$ cat src/rtl/dns_hdr_if.sv
// DNS header generator bus: configuration, channel requests/grants and the header stream.
`timescale 1ns/1ps
interface dns_hdr_if #(
    parameter int unsigned NUM_CH = 4,
    parameter int unsigned DATA_W = 32
);
    localparam int unsigned CH_W = (NUM_CH > 1) ? $clog2(NUM_CH) : 1;

    logic              cfg_en;
    logic              cfg_qr;
    logic [3:0]        cfg_opcode;
    logic [3:0]        cfg_flags;
    logic [3:0]        cfg_rcode;
    logic [15:0]       cfg_qdcount;
    logic [15:0]       cfg_ancount;
    logic [NUM_CH-1:0] req;
    logic [NUM_CH-1:0] req_ack;
    logic              m_tvalid;
    logic              m_tready;
    logic [DATA_W-1:0] m_tdata;
    logic              m_tlast;
    logic [CH_W-1:0]   m_tch;
    logic [31:0]       hdr_count;

    // Generator side: drives grants, the stream and the frame counter
    modport master (
        input  cfg_en, cfg_qr, cfg_opcode, cfg_flags, cfg_rcode, cfg_qdcount, cfg_ancount,
        input  req, m_tready,
        output req_ack, m_tvalid, m_tdata, m_tlast, m_tch, hdr_count
    );

    // Requester / sink side
    modport slave (
        output cfg_en, cfg_qr, cfg_opcode, cfg_flags, cfg_rcode, cfg_qdcount, cfg_ancount,
        output req, m_tready,
        input  req_ack, m_tvalid, m_tdata, m_tlast, m_tch, hdr_count
    );
endinterface

$ cat src/rtl/dns_hdr_gen.sv
// DNS header generator: per-channel transaction IDs, round-robin grant, 96-bit header
// serialised MSB first onto a valid/ready stream.
`timescale 1ns/1ps
module dns_hdr_gen #(
    parameter int unsigned NUM_CH  = 4,
    parameter int unsigned DATA_W  = 32,
    parameter int unsigned ID_MODE = 0,
    parameter logic [15:0] ID_SEED = 16'h0001
) (
    input  logic      clk156,
    input  logic      sys_rst,
    dns_hdr_if.master bus
);
    localparam int unsigned CH_W    = (NUM_CH > 1) ? $clog2(NUM_CH) : 1;
    localparam int unsigned SUM_W   = CH_W + 1;
    localparam int unsigned HDR_W   = 96;
    localparam int unsigned N_BEATS = HDR_W / DATA_W;
    localparam int unsigned BEAT_W  = 3;
    localparam logic [BEAT_W-1:0] LAST_BEAT = BEAT_W'(N_BEATS - 1);

    localparam logic [0:0] IDLE = 1'b0;
    localparam logic [0:0] SEND = 1'b1;

    // Reset ID of a channel; an LFSR must never start at zero
    function automatic logic [15:0] seed_of(input int unsigned c);
        logic [15:0] s;
        if (ID_MODE == 0) begin
            s = ID_SEED + 16'(c);
        end else begin
            s = ID_SEED ^ 16'(c);
            if (s == 16'h0000) s = 16'hACE1;
        end
        return s;
    endfunction

    // Next ID after a grant: wrapping increment or Fibonacci LFSR (taps 16,14,13,11)
    function automatic logic [15:0] id_adv(input logic [15:0] v);
        if (ID_MODE == 0) return v + 16'd1;
        return {v[14:0], v[15] ^ v[13] ^ v[12] ^ v[10]};
    endfunction

    logic [0:0]        state_q,  state_d;
    logic [BEAT_W-1:0] beat_q,   beat_d;
    logic [CH_W-1:0]   rr_q,     rr_d;
    logic [HDR_W-1:0]  shreg_q,  shreg_d;
    logic [15:0]       id_q [NUM_CH];
    logic [15:0]       id_d [NUM_CH];
    logic [NUM_CH-1:0] ack_q,    ack_d;
    logic              tvalid_q, tvalid_d;
    logic              tlast_q,  tlast_d;
    logic [DATA_W-1:0] tdata_q,  tdata_d;
    logic [CH_W-1:0]   tch_q,    tch_d;
    logic [31:0]       cnt_q,    cnt_d;

    logic [NUM_CH-1:0] req_rot;
    logic [SUM_W-1:0]  gnt_sum;
    logic              gnt_found;
    logic [CH_W-1:0]   gnt_ch;
    logic [HDR_W-1:0]  hdr_new;

    // Round-robin pick: first requester at or after the pointer, wrapping
    always_comb begin
        req_rot   = NUM_CH'({bus.req, bus.req} >> rr_q);
        gnt_found = 1'b0;
        gnt_sum   = '0;
        for (int i = 0; i < NUM_CH; i++) begin
            if (!gnt_found && req_rot[i]) begin
                gnt_found = 1'b1;
                gnt_sum   = {1'b0, rr_q} + SUM_W'(i);
            end
        end
        if (gnt_sum >= SUM_W'(NUM_CH)) gnt_sum = gnt_sum - SUM_W'(NUM_CH);
        gnt_ch = gnt_sum[CH_W-1:0];
    end

    // Header snapshot for the channel about to be granted
    assign hdr_new = {id_q[gnt_ch], bus.cfg_qr, bus.cfg_opcode, bus.cfg_flags, 3'b000,
                      bus.cfg_rcode, bus.cfg_qdcount, bus.cfg_ancount, 32'h0};

    // Next-state and next-output logic
    always_comb begin
        state_d  = state_q;
        beat_d   = beat_q;
        rr_d     = rr_q;
        shreg_d  = shreg_q;
        id_d     = id_q;
        ack_d    = '0;
        tvalid_d = tvalid_q;
        tlast_d  = tlast_q;
        tdata_d  = tdata_q;
        tch_d    = tch_q;
        cnt_d    = cnt_q;
        case (state_q)
            IDLE: begin
                if (bus.cfg_en && gnt_found) begin
                    id_d[gnt_ch] = id_adv(id_q[gnt_ch]);
                    rr_d     = (gnt_sum == SUM_W'(NUM_CH - 1)) ? '0 : gnt_ch + CH_W'(1);
                    ack_d    = NUM_CH'(1) << gnt_ch;
                    tvalid_d = 1'b1;
                    tdata_d  = hdr_new[HDR_W-1 -: DATA_W];
                    shreg_d  = hdr_new << DATA_W;
                    tlast_d  = (LAST_BEAT == '0);
                    beat_d   = '0;
                    tch_d    = gnt_ch;
                    state_d  = SEND;
                end
            end
            SEND: begin
                if (bus.m_tready) begin
                    if (tlast_q) begin
                        tvalid_d = 1'b0;
                        tlast_d  = 1'b0;
                        cnt_d    = cnt_q + 32'd1;
                        state_d  = IDLE;
                    end else begin
                        beat_d  = beat_q + BEAT_W'(1);
                        tdata_d = shreg_q[HDR_W-1 -: DATA_W];
                        shreg_d = shreg_q << DATA_W;
                        tlast_d = ((beat_q + BEAT_W'(1)) == LAST_BEAT);
                    end
                end
            end
            default: state_d = IDLE;
        endcase
    end

    // State and output registers; reset aborts any frame in flight
    always_ff @(posedge clk156) begin
        if (sys_rst) begin
            state_q  <= IDLE;
            beat_q   <= '0;
            rr_q     <= '0;
            shreg_q  <= '0;
            ack_q    <= '0;
            tvalid_q <= 1'b0;
            tlast_q  <= 1'b0;
            tdata_q  <= '0;
            tch_q    <= '0;
            cnt_q    <= '0;
            for (int c = 0; c < NUM_CH; c++) id_q[c] <= seed_of(c);
        end else begin
            state_q  <= state_d;
            beat_q   <= beat_d;
            rr_q     <= rr_d;
            shreg_q  <= shreg_d;
            ack_q    <= ack_d;
            tvalid_q <= tvalid_d;
            tlast_q  <= tlast_d;
            tdata_q  <= tdata_d;
            tch_q    <= tch_d;
            cnt_q    <= cnt_d;
            id_q     <= id_d;
        end
    end

    assign bus.req_ack   = ack_q;
    assign bus.m_tvalid  = tvalid_q;
    assign bus.m_tlast   = tlast_q;
    assign bus.m_tdata   = tdata_q;
    assign bus.m_tch     = tch_q;
    assign bus.hdr_count = cnt_q;
endmodule
$ cat src/flat_wrapper.sv
// flat-port wrapper written by rule: the top's interface ports become plain ports
module dns_hdr_gen_flat 
#(
    parameter int unsigned NUM_CH  = 4,
    parameter int unsigned DATA_W  = 32,
    parameter int unsigned ID_MODE = 0,
    parameter logic [15:0] ID_SEED = 16'h0001
)
  (clk156, sys_rst, bus_cfg_en, bus_cfg_qr, bus_cfg_opcode, bus_cfg_flags, bus_cfg_rcode, bus_cfg_qdcount, bus_cfg_ancount, bus_req, bus_m_tready, bus_req_ack, bus_m_tvalid, bus_m_tdata, bus_m_tlast, bus_m_tch, bus_hdr_count);
  dns_hdr_if #(.NUM_CH(NUM_CH), .DATA_W(DATA_W)) bus_i ();
  input  logic clk156;
  input  logic sys_rst;
  input wire logic [$bits(bus_i.cfg_en)-1:0] bus_cfg_en;
  input wire logic [$bits(bus_i.cfg_qr)-1:0] bus_cfg_qr;
  input wire logic [$bits(bus_i.cfg_opcode)-1:0] bus_cfg_opcode;
  input wire logic [$bits(bus_i.cfg_flags)-1:0] bus_cfg_flags;
  input wire logic [$bits(bus_i.cfg_rcode)-1:0] bus_cfg_rcode;
  input wire logic [$bits(bus_i.cfg_qdcount)-1:0] bus_cfg_qdcount;
  input wire logic [$bits(bus_i.cfg_ancount)-1:0] bus_cfg_ancount;
  input wire logic [$bits(bus_i.req)-1:0] bus_req;
  input wire logic [$bits(bus_i.m_tready)-1:0] bus_m_tready;
  output wire logic [$bits(bus_i.req_ack)-1:0] bus_req_ack;
  output wire logic [$bits(bus_i.m_tvalid)-1:0] bus_m_tvalid;
  output wire logic [$bits(bus_i.m_tdata)-1:0] bus_m_tdata;
  output wire logic [$bits(bus_i.m_tlast)-1:0] bus_m_tlast;
  output wire logic [$bits(bus_i.m_tch)-1:0] bus_m_tch;
  output wire logic [$bits(bus_i.hdr_count)-1:0] bus_hdr_count;
  assign bus_i.cfg_en = bus_cfg_en;
  assign bus_i.cfg_qr = bus_cfg_qr;
  assign bus_i.cfg_opcode = bus_cfg_opcode;
  assign bus_i.cfg_flags = bus_cfg_flags;
  assign bus_i.cfg_rcode = bus_cfg_rcode;
  assign bus_i.cfg_qdcount = bus_cfg_qdcount;
  assign bus_i.cfg_ancount = bus_cfg_ancount;
  assign bus_i.req = bus_req;
  assign bus_i.m_tready = bus_m_tready;
  assign bus_req_ack = bus_i.req_ack;
  assign bus_m_tvalid = bus_i.m_tvalid;
  assign bus_m_tdata = bus_i.m_tdata;
  assign bus_m_tlast = bus_i.m_tlast;
  assign bus_m_tch = bus_i.m_tch;
  assign bus_hdr_count = bus_i.hdr_count;
  dns_hdr_gen #(.NUM_CH(NUM_CH), .DATA_W(DATA_W), .ID_MODE(ID_MODE), .ID_SEED(ID_SEED)) u_core (.clk156(clk156), .sys_rst(sys_rst), .bus(bus_i));
endmodule
$ cat config.mk
export PLATFORM = sky130hd
export DESIGN_NAME = dns_hdr_gen_flat
export DESIGN_NICKNAME = d
export VERILOG_FILES = /design/src/rtl/dns_hdr_if.sv /design/src/rtl/dns_hdr_gen.sv /design/src/flat_wrapper.sv
export SDC_FILE = /design/constraint.sdc
export NUM_CORES = 1
export LEC_CHECK = 0
export ABC_AREA = 1
export ABC_CLOCK_PERIOD_IN_PS = 3750
export CAP_MARGIN = 20
export CORE_UTILIZATION = 30
export DETAILED_ROUTE_END_ITERATION = 16
export GPL_TIMING_DRIVEN = 0
export PLACE_DENSITY = 0.48
export SETUP_SLACK_MARGIN = 0.02
export SYNTH_ARGS = -nofsm -noshare
export SYNTH_HDL_FRONTEND = slang
export SYNTH_SLANG_ARGS = --single-unit
export TNS_END_PERCENT = 20
$ cat constraint.sdc
create_clock -name clk156 -period 3.75 [get_ports clk156]
set_input_delay 0.75 -clock clk156 [delete_from_list [all_inputs] [get_ports clk156]]
set_output_delay 0.75 -clock clk156 [all_outputs]
set_load 0.005 [all_outputs]
== Word level (Yosys, flattened, before mapping) ==
Cells that the tools add are included.
Storage, ports and cells
  flip-flop bits (word level): 238
  input bits: 53
  output and inout port bits: 72
  word-level logic and storage cells: 97
Operators by class
  add/subtract/negate cells: 8
  $lt $le $gt $ge: 3
  equality and inequality tests: 6
  shift-type cells: 2
  mux-type cells: 44
  bitwise operators: 6
  reduce and logical (&&, ||, !) cells: 14
Operators with widths (count)
  2-to-1 mux 96 bit: 3
  case mux 96 bit (2 select lines): 1
  2-to-1 mux 16 bit: 6
  2-to-1 mux 32 bit: 3
  bitwise mux 64 bit: 1
  case mux 32 bit (2 select lines): 1
  adder 32 x 1 -> 32 bit (second input constant): 1
  binary-select mux 16 bit (select 2 bit): 1
  demux 16 bit (select 2 bit): 1
  2-to-1 mux 3 bit: 7
  adder 16 x 1 -> 16 bit (second input constant): 1
  2-to-1 mux 1 bit: 14
  AND reduction 3 bit: 3
  >> shifter 8 x 2 -> 4 bit: 1
  adder 2 x 2 -> 3 bit (second input constant): 2
  == test 3 x 2 -> 1 bit (second input constant): 2
  greater-or-equal comparator 3 bit (second input constant): 2
  inequality test 2 bit (second input constant): 3
  case mux 1 bit (2 select lines): 3
  case mux 3 bit (2 select lines): 1
  logical AND 1 bit: 5
  2-to-1 mux 2 bit: 2
  AND reduction 2 bit: 2
  left shift 1 x 2 -> 4 bit (first input constant): 1
  11 further kinds: 16

== Logic depth before layout (Yosys ltp) ==
Gate-level depths: netlist of the first run.
  depth in word-level cells: 24
  mapped depth: 23
  gate-level depth less buffers: 21

== Worst setup path after synthesis of the first run ==
OpenSTA, ideal clock, no wires.
  kind: input port to flip-flop
  start point: input bus_req[1]
  end point: register u_core.id_q[1] (netlist bit)
  setup time: 0.132 ns
  data arrival time: 2.590 ns
  data required time: 3.618 ns
  setup slack: 1.028 ns
  cell stages on the path: 16
  cells stage by stage: nand2_1 nand3_1 nand2_1 inv_2 a21oi_2 nand2_4 nand2_4 buf_6 buf_2 inv_1 ha_1 nand2_1 clkinv_1 buf_2 nand2_1 a21oi_1
On the way
  longest elaborated chain between the ends: 22
  elaborated cells on any way between the ends: 34
  those cells by class: add/sub: 2; order compare: 3; shift: 1; mux: 18; bitwise: 1; reduce/logical: 9
Ends and longest elaborated chain
  start, declared: RTL line flat_wrapper.sv:20  | input wire logic [$bits(bus_i.req)-1:0] bus_req;
  >> shifter 8 x 2 -> 4 bit *: RTL line dns_hdr_gen.sv:63  | req_rot = NUM_CH'({bus.req, bus.req} >> rr_q);
  2-to-1 mux 1 bit: RTL line dns_hdr_gen.sv:67  | if (!gnt_found && req_rot[i]) begin
  logical NOT 1 bit: RTL line dns_hdr_gen.sv:67
  logical AND 1 bit: RTL line dns_hdr_gen.sv:67
  2-to-1 mux 1 bit: RTL line dns_hdr_gen.sv:67
  logical NOT 1 bit: RTL line dns_hdr_gen.sv:67
  logical AND 1 bit: RTL line dns_hdr_gen.sv:67
  2-to-1 mux 1 bit: RTL line dns_hdr_gen.sv:67
  (+5 left out)
  via u_core.gnt_sum[0]: RTL line dns_hdr_gen.sv:56  | logic [SUM_W-1:0] gnt_sum;
  inverter 2 -> 3 bit (implied by the code) *: RTL line dns_hdr_gen.sv:96  | id_d[gnt_ch] = id_adv(id_q[gnt_ch]);
  binary-select mux 16 bit (select 2 bit): RTL line dns_hdr_gen.sv:96
  2-to-1 mux 16 bit (implied by the code) (2 in a row): RTL line dns_hdr_gen.sv:96
  adder 16 x 1 -> 16 bit: RTL line dns_hdr_gen.sv:38  | if (ID_MODE == 0) return v + 16'd1;
  2-to-1 mux 16 bit: RTL line dns_hdr_gen.sv:39  | return {v[14:0], v[15] ^ v[13] ^ v[12] ^ v[10]};
  2-to-1 mux 16 bit: RTL line dns_hdr_gen.sv:95  | if (bus.cfg_en && gnt_found) begin
  2-to-1 mux 16 bit: RTL line dns_hdr_gen.sv:93  | case (state_q)
  bitwise mux 64 bit *: RTL line dns_hdr_gen.sv:96
  end signal, assigned: RTL line dns_hdr_gen.sv:152  | id_q <= id_d;
  end, declared: RTL line dns_hdr_gen.sv:46  | logic [15:0] id_q [NUM_CH];
Mark *: on every way through the listed nets, which the timed path passes. The rest lies on a longest branch. The select of a mux whose other input is x is not followed.
A chain may end at the register's enable or synchronous reset.

== Final worst setup path of the first run ==
  start point: input bus_req[1]
  end point: register u_core.id_q[61] (netlist bit)
On the way
  longest elaborated chain between the ends: 22
  elaborated cells on any way between the ends: 34
  those cells by class: add/sub: 2; order compare: 3; shift: 1; mux: 18; bitwise: 1; reduce/logical: 9
Ends and longest elaborated chain (RTL line)
  >> shifter 8 x 2 -> 4 bit *: dns_hdr_gen.sv:63
  2-to-1 mux 1 bit: dns_hdr_gen.sv:67
  logical NOT 1 bit: dns_hdr_gen.sv:67
  logical AND 1 bit: dns_hdr_gen.sv:67
  2-to-1 mux 1 bit: dns_hdr_gen.sv:67
  logical NOT 1 bit: dns_hdr_gen.sv:67
  logical AND 1 bit: dns_hdr_gen.sv:67
  2-to-1 mux 1 bit: dns_hdr_gen.sv:67
  (+5 left out)
  inverter 2 -> 3 bit (implied by the code): dns_hdr_gen.sv:96
  binary-select mux 16 bit (select 2 bit): dns_hdr_gen.sv:96
  2-to-1 mux 16 bit (implied by the code) (2 in a row): dns_hdr_gen.sv:96
  adder 16 x 1 -> 16 bit: dns_hdr_gen.sv:38
  2-to-1 mux 16 bit: dns_hdr_gen.sv:39
  2-to-1 mux 16 bit: dns_hdr_gen.sv:95
  2-to-1 mux 16 bit: dns_hdr_gen.sv:93
  bitwise mux 64 bit: dns_hdr_gen.sv:96
Every way passes the cells marked *; elsewhere a longest branch is shown, timed or not. The select of a mux whose other input is x is not followed.

==> results of run 1 <==
stage by stage:
step | cell area, sq um | power, mW | worst slack, ps | hold WS, ps
after floorplan | 8520 | 4.07 | 1030 | 430
after global placement | 10200 | 5.03 | -521 | 444
after detailed placement | 10200 | 5.03 | -546 | 453
after CTS | 10800 | 6.84 | 47.3 | 463
after global routing | 10900 | 7.29 | 67.2 | 484
final | 10900 | 6.82 | 200 | 461
worst min-delay path by stage:
stage / from / to / depth (start not counted) / slack, ps
after floorplan: u_core.id_q[49] / u_core.id_q[49] / 2 / 430
after global placement: u_core.id_q[49] / u_core.id_q[49] / 2 / 440
after detailed placement: u_core.id_q[49] / u_core.id_q[49] / 2 / 450
after CTS: u_core.id_q[49] / u_core.id_q[49] / 2 / 460
after global routing: u_core.shreg_q[69] / u_core.bus.m_tdata[5] / 2 / 480
final: u_core.id_q[49] / u_core.id_q[49] / 2 / 460
timing repair:
item	CTS	global route
setup endpoints to repair	10	82
gates cloned	0	0
gates resized for setup	1	15
cell type report:
class                   count  area (sq um)
clock inverters            14           165
inverters                 143           547
plain buffers              66           333
multi-input cells         836          4190
flip-flops and latches    174          3480
repair buffers            124          1240
fillers                  2987         17000
clock buffers              18           429
well taps                 378           473
kinds of logic after synthesis:
kind of cell,after synthesis,share of synthesized area
flops,174,0.409
simple gates,534,0.286
fa+ha+maj,8,0.0117
xor+xnor,18,0.0203
compound gates,276,0.173
buf+inv,209,0.101
power breakdown:
part           total, mW  internal (mW)  switching [mW]
sequential          2.23           2.11           0.120
combinational       2.80          0.893            1.91
clock               1.79          0.902           0.888
total               6.82           3.91            2.91
critical path, stage by stage:
cell and delay [ps]:
sky130_fd_sc_hd__clkdlybuf4s50_1 510, sky130_fd_sc_hd__nand2_1 100, sky130_fd_sc_hd__nand2_1 70, sky130_fd_sc_hd__nand2_1 60, sky130_fd_sc_hd__nand2_2 90, sky130_fd_sc_hd__nand4_2 130, sky130_fd_sc_hd__nand2_2 240, sky130_fd_sc_hd__nand2_4 110
sky130_fd_sc_hd__buf_6 160, sky130_fd_sc_hd__clkbuf_4 220, sky130_fd_sc_hd__ha_1 210, sky130_fd_sc_hd__nand2_1 360, sky130_fd_sc_hd__clkinvlp_4 380, sky130_fd_sc_hd__buf_2 300, sky130_fd_sc_hd__nand3_1 120, sky130_fd_sc_hd__nand2_1 50
sky130_fd_sc_hd__inv_1 50
layout by cell type, fill, tap and decap left out, types with 6 or more instances in the layout:
cell type,n
sky130_fd_sc_hd__nand3_1,108
sky130_fd_sc_hd__inv_1,127
sky130_fd_sc_hd__buf_2,15
sky130_fd_sc_hd__nand4_1,12
sky130_fd_sc_hd__nand3_2,8
sky130_fd_sc_hd__buf_6,6
sky130_fd_sc_hd__nor2_1,82
sky130_fd_sc_hd__nor3_1,15
sky130_fd_sc_hd__o21bai_1,6
sky130_fd_sc_hd__inv_2,11
sky130_fd_sc_hd__clkdlybuf4s50_1,124
sky130_fd_sc_hd__a31oi_1,13
sky130_fd_sc_hd__xor2_1,12
sky130_fd_sc_hd__ha_1,8
sky130_fd_sc_hd__a21oi_1,131
sky130_fd_sc_hd__clkbuf_1,38
sky130_fd_sc_hd__nand2_2,16
sky130_fd_sc_hd__clkbuf_16,17
sky130_fd_sc_hd__o21ai_0,98
sky130_fd_sc_hd__nor2_2,9
sky130_fd_sc_hd__o21a_1,17
sky130_fd_sc_hd__dfxtp_1,174
sky130_fd_sc_hd__nand2_1,262
layer usage:
metal	up-vias	global-route usage	wire (um)
met5	-	0	0
li1	4269	-	-
met1	3781	0.267	13500
met2	198	0.333	13000
met4	0	0.0501	386
met3	28	0.0518	1740
synthesized netlist by cell type (all sizes together):
cell type	count
a211oi	1
a21oi	132
a31o	1
a31oi	13
buf	26
clkbuf	40
clkinv	4
dfxtp	174
ha	8
inv	139
nand2	282
nand3	117
nand3b	3
nand4	15
nor2	94
nor3	16
nor4	5
o211ai	1
o21a	17
o21ai	103
o21bai	6
o22ai	1
o31ai	1
or2	1
or3	1
xnor2	4
xor2	14
sequential cells by signal (all words and copies together), names as in the netlist, 2 cells and up:
name                  flops
u_core.id_q              64
u_core.bus.hdr_count     32
u_core.bus.m_tdata       32
u_core.shreg_q           32
u_core.bus.req_ack        4
u_core.beat_q             3
u_core.bus.m_tch          2
u_core.rr_q               2
==> reports/results.txt, run 1 <==
The flow ran to the end, and the final reports show no timing, DRC or antenna violations. The run gives 0.390 as the final core utilization. The number of antenna repair diodes came out at 0. The tools report the core area as 27900 sq um.

Setup violations remaining at the end of the flow were counted as 0. Summed over all layers, the routed wires come to 28600 um. The worst endpoint required time came out at 4120 ps. The logs give 0 for the initial antenna violation count and 45300 um for the global-route wire length before repair. The run gives 16.8 ps as the worst-case clock skew. The share of the cycle needed by the critical path after routing was 0.947.

The Yosys step of the flow raised 0 warnings. The number of nets handed over by synthesis was 1280. The slew at the pin closest to its max-slew limit works out to 773 ps. The number of different library cells used by synthesis comes to 43. In the final routed layout, each cell accounts on average for 16.3 um.

The total negative slack for setup checks was 0 ps. The setup slack on the worst flop-to-flop path was 550 ps. The maximum number of pins on one net before global-route repair was 20; the endpoint arrival time on the critical path was 3920 ps.

The critical path is of the in2reg type. The fraction of layout instances using a drive strength above 1 works out to 0.0902. The worst register-to-register path begins at u_core.rr_q[0]. The tools report the post-synthesis instance total as 1219.

Cell taking the most area after synthesis: sky130_fd_sc_hd__dfxtp_1. The worst-case IR drop observed on VDD is 345 uV. The tools report the end point of the critical path as u_core.id_q[61].

Number of DRC markers after the initial detailed-route iteration: 597. Dividing the detail-routed via count by the number of cells gives 4.72. The depth of the worst register-to-register path came out at 17. The tightest slew margin relative to the limit is 0.485, and the number of violations of the max-capacitance limit is 0. The clock tree synthesis step divided the H-tree into 4 levels. The die is 171 um tall. The routed layout has 8276 vias. Port buffering added 124 buffers. The count of placed standard cells including taps was 1721.

The tools report the endpoint kind of the worst setup timing path as a flop. The number of hold-slack violations in the final timing report came out at 0. After clock tree synthesis, the clock-pin slew on the worst setup and hold paths is 70 ps. Buffers inserted to repair hold after CTS numbered 0.

The class of the tightest hold or removal check is reg2reg. The total overflow left after global routing is 0. The max-slew violation count is 0, and the growth of design area from synthesis to finish is 27.4%. Total CTS buffers: 17. The first detailed-routing pass took 5 iterations.

The maximum count of clock buffers along a single path came out at 2. The finished layout holds 1753 standard cells, fillers aside. Clock latency on the worst-skew pair, taken at its later pin, is 440 ps. From left edge to right edge, the die measures 171 um. The library cell used as clock root buffer is sky130_fd_sc_hd__clkbuf_16.

Subtracting the final worst setup slack from the clock period gives 3550 ps. The total of flip-flops plus latches after synthesis is 174, and the number of antenna-violating nets in the routed design is 0. At the end of routability-driven placement, the weighted congestion stood at 0.882. The run gives 8166 as the number of global-route vias before repair. 125 I/O pins were placed. TritonCTS built the clock tree. By area the synthesized netlist is led by sky130_fd_sc_hd__dfxtp_1, sky130_fd_sc_hd__nand2_1, sky130_fd_sc_hd__a21oi_1, sky130_fd_sc_hd__nand3_1, sky130_fd_sc_hd__o21ai_0. Startpoint type of the worst setup path: an input port. The tree built by TritonCTS fans out to 174 sinks. The share of the synthesized area in the top cell type was 0.409. The worst setup path startpoint is bus_req[1].

Summing every instance area after synthesis gives 8520 sq um. The sequential area share after synthesis is 0.409. The average footprint of a synthesized cell is 6.99 sq um, and the power per unit of standard cell area is 628 nW/um^2.

The analysis attributes to cell leakage a power of 4.56 nW. The tools report the die outline area as 29100 sq um. Once detailed placement completed, the half-perimeter wirelength came to 21200 um.

The top achievable clock speed was 282 MHz. Setup repair after global routing left no endpoint under its margin. Worst reg2reg path endpoint: u_core.id_q[61]. The placement row count was 61; the starting density of the core was 0.306. After detailed routing, the number of remaining DRC violations is 0.

Of all nets on the critical path, the largest fanout is 11. At the end of the flow, the number of nets in the layout was 1423. The number of buffers inserted to repair setup after CTS is 0. The run gives 0.204 as the global routing usage summed across all routing layers.
No activity file was read; power rests on OpenSTA's default activity.
==> run 2, diff against run 1 <==
--- a/config.mk
+++ b/config.mk
@@ -14,3 +14,3 @@
 export PLACE_DENSITY = 0.48
-export SETUP_SLACK_MARGIN = 0.02
+export SETUP_SLACK_MARGIN = 0.15
 export SYNTH_ARGS = -nofsm -noshare
--- a/constraint.sdc
+++ b/constraint.sdc
@@ -3,2 +3,2 @@
 set_output_delay 0.75 -clock clk156 [all_outputs]
-set_load 0.005 [all_outputs]
+set_load 0.01 [all_outputs]
==> reports/results.txt, run 2 (synthesis results as in run 1) <==
The via count was 8289 (+0.16%). For the clock share of power, the log shows 0.262 (about the same). The highest net fanout along the worst path is 11 (unchanged), and the core area is 27900 sq um (unchanged). The final critical path time including I/O delays and setup works out to 3610 ps (+62.0 ps).

The fraction of layout instances using a drive strength above 1 came out at 0.0895 (-0.000727). Setup repair after global routing could not meet its margin everywhere. The logs give 0 (unchanged) for the number of hold-slack violations in the final timing report and 125 (unchanged) for the number of I/O pins.

For the sequential fraction of design power, the log shows 0.326 (about the same). The tools report the global-route wire length before repair as 45500 um (+0.29%). The worst-case clock skew came out at 15.4 ps (-1.39 ps). The logs give 0 (unchanged) for the max-slew violation count and 3990 ps (+70 ps) for the endpoint arrival time on the critical path.

The library cells used most frequently in the layout, excluding fill and tap cells, are sky130_fd_sc_hd__nand2_1, sky130_fd_sc_hd__dfxtp_1, sky130_fd_sc_hd__a21oi_1, sky130_fd_sc_hd__inv_1, sky130_fd_sc_hd__clkdlybuf4s50_1. The slew at the pin closest to its max-slew limit is 738 ps (-35.3 ps), and the count of endpoints failing setup in the final report is 0 (unchanged). The run gives 28600 um (-0.11%) as the total routed wirelength.

TritonCTS built the clock tree. The total number of H-tree levels was 4 (unchanged). The die span in x is 171 um (unchanged), and the maximum ir drop on the vdd rail is 345 uV (+0.11%).

The die outline area was 29100 sq um (unchanged). The tools report the number of optimization iterations in the first detailed-route pass as 5 (unchanged). The number of port buffers was 124 (unchanged). The cell sitting at the root of the clock tree is a sky130_fd_sc_hd__clkbuf_16. The global routing usage summed across all routing layers is 0.204 (-0.000249).

The tools report the residual DRC count as 0 (unchanged). The maximum number of pins on one net before global-route repair is 20 (unchanged), and the aggregate global routing overflow is 0 (unchanged). The worst hold path belongs to the class reg2reg. The flip-flop count of the largest register after layout was 64 (unchanged). STA classifies the critical path endpoint as a flop.

The routability congestion estimate came out at 0.882 (unchanged). Counting stages on the worst path, the most repeated cell is sky130_fd_sc_hd__nand2_1. The run gives 1423 (unchanged) as the number of nets at the end of the flow. The flow ran to the end, and the final reports show no timing, DRC or antenna violations. The run gives 0.389 (about the same) as the final core utilization. The tools report the maximum count of clock buffers along a single path as 2 (unchanged). The library cell used most frequently in the layout, excluding fill and tap cells, is sky130_fd_sc_hd__nand2_1. The startpoint type of the worst setup path was an input port. For the placement row count, the log shows 61 (unchanged). The origin of the critical flop-to-flop path was u_core.rr_q[0].

Number of violations of the max-capacitance limit: 0 (unchanged). On the critical path, the stage with the largest delay is an instance of sky130_fd_sc_hd__clkdlybuf4s50_1. Reported net switching power: 2.94 mW (+0.86%). The number of antenna-violating nets in the routed design is 0 (unchanged), and the number of global-route vias before repair is 8162 (-0.049%). The number of clock sinks came out at 174 (unchanged). Among cell families on the critical path, the largest total delay comes from buffers and inverters.

Total half-perimeter wirelength after legalization and detailed placement: 21200 um (unchanged). The critical path in this run is classified as in2reg. For the clock insertion delay at the later pin of the skew report, the log shows 450 ps (about the same). The number of antenna repair diodes was 0 (unchanged). Final worst hold slack: 460 ps (-1.32 ps).

Overall power: 6.84 mW (+0.34%). The standby leakage power was 4.57 nW (+0.24%). The growth of design area from synthesis to finish works out to 27.3% (about the same). Ranked by flip-flop count, first place goes to u_core.id_q.

The number of buffers inserted to repair setup after CTS was 0 (unchanged); the number of DRC markers after the initial detailed-route iteration was 572 (-4.2%). The total CTS buffers was 17 (unchanged). The logic gate share of total power is 0.412 (+0.002), and the count of placed standard cells including taps is 1721 (unchanged).

The power per unit of standard cell area is 631 nW/um^2 (+0.41%). The switching fraction of total power is 0.429 (+0.00223), and the final instance count without filler cells is 1753 (unchanged). Walking the worst path, the cells encountered are clkdlybuf4s50_1 > nand2_1 > nand2_1 > nand2_1 > nand2_2 > nand4_2 > nand2_2 > nand2_4 > buf_6 > buf_2 > ha_1 > nand2_1 > clkinv_1 > buf_2 > nand3_1 > nand2_1 > inv_1. Total negative slack for setup checks: 0 ps (unchanged). The count of buffering cells on the critical path with inverters included was 6 (unchanged); the clock slew seen by the registers of the worst setup and hold paths was 70 ps (about the same). The tools report the starting density of the core as 0.306 (unchanged).

For the tightest slew margin relative to the limit, the log shows 0.508 (+0.0235). For the worst endpoint required time, the log shows 4130 ps (about the same). Tracing the worst setup path back leads to its startpoint at bus_req[1]. The mean number of vias per cell was 4.73 (+0.16%). The tools report the worst hold path startpoint as u_core.id_q[49].

The top achievable clock speed is 277 MHz (-1.7%). The critical path's largest stage delay was 510 ps (about the same). The wire length per cell after detailed routing is 16.3 um (-0.11%). The share of the cycle needed by the critical path after routing is 0.963 (+0.0165).

Height of the chip: 171 um (unchanged). The logs give 0 (unchanged) for the initial antenna violation count and 3.91 mW (about the same) for the internal power contribution.
-- run 2: layer usage --
layer / routed length (um) / share of wire / GRT usage
met5: 0 / 0 / 0
met2: 13100 / 0.46 / 0.338
met3: 1680 / 0.059 / 0.0481
met4: 263 / 0.0092 / 0.0376
met1: 13500 / 0.47 / 0.269
-- run 2: timing repair --
action / CTS / global route
endpoints found under the hold margin: 0 / 0
gates resized for setup: 4 / 9
endpoints found under the setup margin: 26 / 122
hold buffers: 0 / 0
-- run 2: power by group through the flow --
stage	logic [mW]	clock network, mW	registers, mW
3_5_place_dp	2.79	0	2.27
5_1_grt	3.12	1.92	2.26
4_1_cts	2.80	1.84	2.23
6_report	2.82	1.80	2.23
3_3_place_gp	2.79	0	2.27
2_1_floorplan	1.82	0	2.27
-- run 2: tightest hold or removal path, delay by kind of cell, from the launching register on --
kind | cells | cell delay [ps]
AO/OA/AOI/OAI | 1 | 50
buffers and inverters | 1 | 60
flip-flops | 1 | 300
-- run 2: area by class of cell --
cell class | count | area [sq um]
multi-input combinational | 836 | 4190
sequential | 174 | 3480
timing repair buffer | 124 | 1240
fill | 2993 | 17000
inverter | 143 | 538
clock buffer | 18 | 429
buffer | 66 | 334
clock inverter | 14 | 165
tap | 378 | 473
-- run 2: path summary, 6_finish.rpt --
path                                        end  slack (ps)  cells past startpoint
worst max-delay path            u_core.id_q[61]         140                     17
worst max register to register  u_core.id_q[61]         490                     17
worst min register to register  u_core.id_q[49]         460                      2
worst min-delay path            u_core.id_q[49]         460                      2
-- run 2: through the flow --
step                      setup slack [ps]  cell area (sq um)
after global placement                -521              10200
after floorplan                       1030               8520
after CTS                             85.8              10800
final                                  138              10900
after detailed placement              -546              10200
after global routing                  3.27              10900
